File: src/rtl/serial_subtractor_if.sv
// Start/done handshake bundle for serial_subtractor.
// The OVERFLOW signal exists only when SERIAL_SUB_OVF_EN is defined.
interface serial_subtractor_if #(
    parameter int WIDTH = 4
);
    logic             start;
    logic [WIDTH-1:0] A;
    logic [WIDTH-1:0] B;
    logic             busy;
    logic             done;
    logic [WIDTH-1:0] DIFF;
    logic             BORROW;
`ifdef SERIAL_SUB_OVF_EN
    logic             OVERFLOW;
`endif

`ifdef SERIAL_SUB_OVF_EN
    modport master (output start, A, B, input busy, done, DIFF, BORROW, OVERFLOW);
    modport slave  (input start, A, B, output busy, done, DIFF, BORROW, OVERFLOW);
`else
    modport master (output start, A, B, input busy, done, DIFF, BORROW);
    modport slave  (input start, A, B, output busy, done, DIFF, BORROW);
`endif
endinterface

File: src/rtl/serial_subtractor.sv
// Bit-serial LSB-first subtractor: DIFF = A - B mod 2^WIDTH, with BORROW = (A < B).
// Define SERIAL_SUB_OVF_EN to add the signed OVERFLOW output.
module serial_subtractor #(
    parameter int WIDTH = 4
) (
    input  logic               clk,
    input  logic               rst_n,
    serial_subtractor_if.slave bus
);
    localparam int CW = $clog2(WIDTH);
    localparam logic [CW-1:0] LAST = CW'(WIDTH - 1);

    typedef enum logic {IDLE, RUN} state_t;

    state_t           state_q;
    logic [WIDTH-1:0] a_q;
    logic [WIDTH-1:0] b_q;
    logic [WIDTH-1:0] res_q;
    logic [CW-1:0]    cnt_q;
    logic             bin_q;
    logic             busy_q;
    logic             done_q;
    logic [WIDTH-1:0] diff_q;
    logic             borrow_q;
`ifdef SERIAL_SUB_OVF_EN
    logic             a_msb_q;
    logic             b_msb_q;
    logic             ovf_q;
`endif

    // Single full-subtractor cell shared by every bit position.
    logic             bit_d;
    logic             borrow_d;
    logic [WIDTH-1:0] res_d;

    assign bit_d    = a_q[0] ^ b_q[0] ^ bin_q;
    assign borrow_d = (~a_q[0] & b_q[0]) | (~(a_q[0] ^ b_q[0]) & bin_q);
    assign res_d    = {bit_d, res_q[WIDTH-1:1]};

    always_ff @(posedge clk or negedge rst_n) begin
        if (!rst_n) begin
            state_q  <= IDLE;
            a_q      <= '0;
            b_q      <= '0;
            res_q    <= '0;
            cnt_q    <= '0;
            bin_q    <= 1'b0;
            busy_q   <= 1'b0;
            done_q   <= 1'b0;
            diff_q   <= '0;
            borrow_q <= 1'b0;
`ifdef SERIAL_SUB_OVF_EN
            a_msb_q  <= 1'b0;
            b_msb_q  <= 1'b0;
            ovf_q    <= 1'b0;
`endif
        end else begin
            done_q <= 1'b0;
            case (state_q)
                IDLE: begin
                    if (bus.start) begin
                        a_q     <= bus.A;
                        b_q     <= bus.B;
                        bin_q   <= 1'b0;
                        cnt_q   <= '0;
                        busy_q  <= 1'b1;
                        state_q <= RUN;
`ifdef SERIAL_SUB_OVF_EN
                        a_msb_q <= bus.A[WIDTH-1];
                        b_msb_q <= bus.B[WIDTH-1];
`endif
                    end
                end
                RUN: begin
                    a_q   <= a_q >> 1;
                    b_q   <= b_q >> 1;
                    bin_q <= borrow_d;
                    res_q <= res_d;
                    cnt_q <= cnt_q + 1'b1;
                    // Final bit: publish the result; outputs stay frozen otherwise.
                    if (cnt_q == LAST) begin
                        diff_q   <= res_d;
                        borrow_q <= borrow_d;
                        done_q   <= 1'b1;
                        busy_q   <= 1'b0;
                        state_q  <= IDLE;
`ifdef SERIAL_SUB_OVF_EN
                        ovf_q    <= (a_msb_q != b_msb_q) && (bit_d != a_msb_q);
`endif
                    end
                end
                default: state_q <= IDLE;
            endcase
        end
    end

    assign bus.busy   = busy_q;
    assign bus.done   = done_q;
    assign bus.DIFF   = diff_q;
    assign bus.BORROW = borrow_q;
`ifdef SERIAL_SUB_OVF_EN
    assign bus.OVERFLOW = ovf_q;
`endif
endmodule

File: src/flat_wrapper.sv
// flat-port wrapper written by rule: the top's interface ports become plain ports
module serial_subtractor_flat 
#(
    parameter int WIDTH = 4
)
  (clk, rst_n, bus_start, bus_A, bus_B, bus_busy, bus_done, bus_DIFF, bus_BORROW);
  serial_subtractor_if #(.WIDTH(WIDTH)) bus_i ();
  input  logic clk;
  input  logic rst_n;
  input wire logic [$bits(bus_i.start)-1:0] bus_start;
  input wire logic [$bits(bus_i.A)-1:0] bus_A;
  input wire logic [$bits(bus_i.B)-1:0] bus_B;
  output wire logic [$bits(bus_i.busy)-1:0] bus_busy;
  output wire logic [$bits(bus_i.done)-1:0] bus_done;
  output wire logic [$bits(bus_i.DIFF)-1:0] bus_DIFF;
  output wire logic [$bits(bus_i.BORROW)-1:0] bus_BORROW;
  assign bus_i.start = bus_start;
  assign bus_i.A = bus_A;
  assign bus_i.B = bus_B;
  assign bus_busy = bus_i.busy;
  assign bus_done = bus_i.done;
  assign bus_DIFF = bus_i.DIFF;
  assign bus_BORROW = bus_i.BORROW;
  serial_subtractor #(.WIDTH(WIDTH)) u_core (.clk(clk), .rst_n(rst_n), .bus(bus_i));
endmodule
File: config.mk
export PLATFORM = sky130hd
export DESIGN_NAME = serial_subtractor_flat
export DESIGN_NICKNAME = d
export VERILOG_FILES = /design/src/rtl/serial_subtractor_if.sv /design/src/rtl/serial_subtractor.sv /design/src/flat_wrapper.sv
export SDC_FILE = /design/constraint.sdc
export NUM_CORES = 1
export LEC_CHECK = 0
export ABC_AREA = 1
export CAP_MARGIN = 15
export CORE_MARGIN = 5
export CORE_UTILIZATION = 51
export DETAILED_ROUTE_END_ITERATION = 7
export GPL_ROUTABILITY_DRIVEN = 0
export PLACE_DENSITY = 0.79
export SLEW_MARGIN = 20
export SYNTH_ARGS = -nofsm -noshare
export SYNTH_HDL_FRONTEND = slang
export SYNTH_SLANG_ARGS = --single-unit
File: constraint.sdc
create_clock -name clk -period 3.6 [get_ports clk]
set_clock_uncertainty 0.2 [all_clocks]
set_input_delay 0.72 -clock clk [delete_from_list [all_inputs] [get_ports clk]]
set_output_delay 0.72 -clock clk [all_outputs]
set_load 0.02 [all_outputs]
# Word-level counts from Yosys, hierarchy flattened
# Index checks and enable logic that the tools add are counted.
# totals
ff_bits	23
inputBits	11
out_inout_bits	7
elab_cells	40
# classes
addsub	1
eq_ne	3
muxes	16
bitwise_logic	8
reduce_logical	2
# ops
operator	count
$pmux 4 s2	2
$mux 4	2
$mux 1	7
$pmux 1 s2	3
$ne 2x2->1 const B	2
$pmux 2 s2	1
$reduce_and 2->1	2
$not 1->1	3
$add 2x1->2 const B	1
$and 1x1->1	2
$eq 2x2->1 const B	1
$mux 2	1
$xor 1x1->1	2
$or 1x1->1	1

# Depth between registers and ports, before layout
# depth
word_depth	5
mapped_depth	5
ltp_nobuf	5

# Worst setup path after synthesis
# No wires, ideal clock.
# synth_path
path_kind	input-to-reg
startpoint	input port bus_start
endpoint	register u_core.a_q[0]
setup_time_ps	68
t_arrival_ps	1149
required_ps	3332
path_slack_ps	2182
stages	5
path_buffers	2
cell_sequence	buf_6 nor2_4 buf_6 nand2_1 nand3_1
# synth_via
elab_chain_len	1
# synth_lines
item	line	source
start, declared	flat_wrapper.sv:10	input wire logic [$bits(bus_i.start)-1:0] bus_start;
$ne 2x2->1 (no source line)	-	
end signal, assigned	serial_subtractor.sv:62	a_q <= bus.A;
end signal, assigned	serial_subtractor.sv:75	a_q <= a_q >> 1;
end, declared	serial_subtractor.sv:16	logic [WIDTH-1:0] a_q;
# No other way between the ends.
# A chain may end at the register's enable or synchronous reset.

# Final worst setup path
# layout_path
startpoint	register u_core.diff_q[2], in the netlist u_core.bus.DIFF[2]
endpoint	output port bus_DIFF[2]
# layout_rtl
item	line	source
start, declared	serial_subtractor.sv:23	logic [WIDTH-1:0] diff_q;
start signal, assigned	serial_subtractor.sv:82	diff_q <= res_d;
end, declared	flat_wrapper.sv:15	output wire logic [$bits(bus_i.DIFF)-1:0] bus_DIFF;
# No word-level cell between the ends.

==> results by group <==
Timing
  • Slew Viols, Final: 0
  • Rel. slew slack: 0.614
  • Fin. Hold Viols: 0
  • Final min period: between 2000 and 2500 ps
  • Setup violators final: 0
  • RSZ-0062 raised after global routing: false
  • Crit share post-route: 0.608
  • Setup TNS: 0 ps
  • FMAX: 457 MHz
  • Worst Tran Pin Value: 579 ps

Floorplanning
  • Die Height: 52.6 um
  • Die W: 52.6 um
  • I/O pin total: 18
  • Die Area: 2770 um2
  • Row count: 15
  • Initial Utilization: 0.537
  • Core area: between 1500 and 2000 um2

Finish
  • Share of layout cells above drive strength 1: 0.0721
  • Most common cell after layout, fill and taps aside: nand2_1
  • Filler cells: between 150 and 200
  • Final net count: 126
  • Most frequent cells in the layout: 32 x nand2_1, 22 x dfrtp_1, 16 x clkdlybuf4s50_1, 14 x nand3_1, 7 x o21ai_0
  • Fin cells: approximately 140
  • Layout area overhead: 17.9%
  • Number of diodes: 0

Power and ir drop
  • VDD IR max: slightly below 0.4 mV
  • PD cells: just under 800 nW/um2
  • Final Power: 850 uW
  • Leakage Power: 0.527 nW

Logic synthesis
  • Combinational family with the most area after synthesis: simple AND/OR/NAND/NOR gates
  • Synth Net Count: 109
  • Post-synthesis compound-gate area fraction: 0.0540
  • Post-Synth Simple-Gate Area: 0.228
  • Adder-cell share of the synthesized area: 0.0351
  • Ys Warns: 0
  • Sequential cell area fraction in the yosys report: 0.594
  • Netlist cell types: 15
  • Proportion of synthesized area in mux cells: 0
  • Synth top area cells: dfrtp_1 59%, nand2_1 13%, nand3_1 7.6%
  • Synth Register Bits: 22
  • Cell count after synthesis: 96
  • XOR/XNOR share of the synthesized area: 0
  • Mapped Area: between 900 and 1000 um2
  • Syn Area/Cell: roughly 9.7 um2
  • Synth top area share: 0.594
  • Synth area leader: dfrtp_1

Route
  • Routed WL: around 1.5 mm
  • Routed length on met2: 700 um
  • Met1 Wirelength: 655 um
  • DR WL/cell: 11.0 um
  • Uppermost layer routed: met4
  • DR vias: roughly 660
  • Initial DRT Pass Iterations: 4
  • Routed vias/inst: between 4 and 5
  • Met3 WL: 106 um
  • Remaining DRCs: 0
  • First DRT Iteration DRCs: 13
  • Post-route ant nets: 0

Clocking
  • Root Driver: clkbuf_4
  • Htree depth: 1
  • Post-CTS Resized: 0
  • Clk_lat worst skew: 300 ps
  • # hold bufs at CTS: 0
  • CTS sink cnt: 22
  • CTS tree: built
  • Clock buffer depth: 2
  • TritonCTS Buffers: 3
  • Reg clk slew, reported paths: 110 ps
  • Setup bufs post-CTS: 0

Worst setup path
  • CP Data Required Time: 2680 ps
  • Buffer and inverter count on the worst path: 1
  • Cells along the critical path: clkdlybuf4s50_1
  • Setup CP Type: flip-flop to primary output
  • Worst Setup Start Kind: flip-flop
  • Slowest-stage cell, CP: clkdlybuf4s50_1
  • Crit-path leading delay family: buffers and inverters
  • CP arrival: 1270 ps
  • CP endpoint kind: primary output
  • Crit-path max FO: 2
  • Critical path's largest stage delay: 600 ps

Global route
  • Total global-route track usage: 0.132
  • Largest net degree at the start of global routing: 23
  • Initial antenna violation count: 0
  • Total gr overflow: 0
  • Vias in the first global route: 605
  • First-pass GRT wire length: approximately 2.6 mm

Place
  • Dpl cells: between 100 and 150
  • Input/output buffers: 17
  • Dpl hpwl: 1.05 mm

Run
  • Number of max-cap violations: 0

Worst hold path
  • Worst Hold Class: input pin to asynchronous set/reset pin

Outcome
  • Status: finished, final reports clean
==> power by group <==
| part | internal (mW) | leakage [nW] | switching [mW] |
|---|---|---|---|
| Combinational | 0.146 | 0.233 | 0.178 |
| Clock | 0.0390 | 0.0138 | 0.0673 |
| Sequential | 0.349 | 0.280 | 0.0707 |
| Total | 0.534 | 0.527 | 0.316 |
==> Yosys cell counts <==
master and instances:
dfrtp_1 22, nor2_4 1, buf_6 4, inv_2 2
nor2_1 1, buf_4 1, fa_1 1, o21ai_0 7
o21ai_1 2, ha_1 1, a21oi_1 1, nand2_1 32
nand3_1 14, nand2_2 1, inv_1 6
==> flip-flops by register name, indices dropped and copies added (netlist names) <==
name	cells
u_core.a_q	4
u_core.b_q	4
u_core.bus.DIFF	4
u_core.res_q	3
u_core.cnt_q	2
u_core.bin_q	1
u_core.bus.BORROW	1
u_core.bus.busy	1
u_core.bus.done	1
u_core.state_q	1
==> path summary, 6_finish.rpt <==
check | end | start | slack [ps] | depth (start not counted)
setup / recovery | bus_DIFF[2] | u_core.bus.DIFF[2] | 1410 | 1
hold / removal | u_core.bus.DIFF[2] | rst_n | 150 | 1
setup reg to reg | u_core.bus.DIFF[1] | u_core.state_q | 2130 | 2
hold reg to reg | u_core.cnt_q[0] | u_core.cnt_q[0] | 280 | 1
max in group asynchronous | u_core.res_q[3] | rst_n | 2730 | 1
min in group clk | u_core.cnt_q[0] | u_core.cnt_q[0] | 280 | 1
==> per-stage QoR <==
stage	instance area [um2]	setup slack [ps]	hold WS, ps	utilization
6_report	1090	1410	155	0.633
4_1_cts	1100	1400	281	0.636
2_1_floorplan	927	2180	224	-
5_1_grt	1090	1350	188	0.633
3_5_place_dp	1080	1490	263	0.623
3_3_place_gp	1080	1510	256	0.623
==> final cells by class <==
cell class              count  area (um2)  area share
clock buffers               3        22.5      0.0206
flip-flops and latches     22         551       0.503
well taps                  25        31.3      0.0286
repair buffers             17         165       0.151
multi-input cells          61         294       0.269
inverters                   8        30.0      0.0275
==> layer usage <==
layer	up-vias	global-route usage
met2	21	0.207
met3	5	0.0342
met1	301	0.168
met4	0	0.0638
met5	-	0
li1	334	-
==> cells by family (layout without fill, tap and decap cells) <==
group / Yosys count / count (layout)
AO/OA/AOI/OAI: 10 / 10
adder cells (fa/ha/maj): 2 / 2
buffers and inverters: 13 / 28
flip-flops: 22 / 22
AND/OR/NAND/NOR: 49 / 49
(Power assumes the default switching activity.)
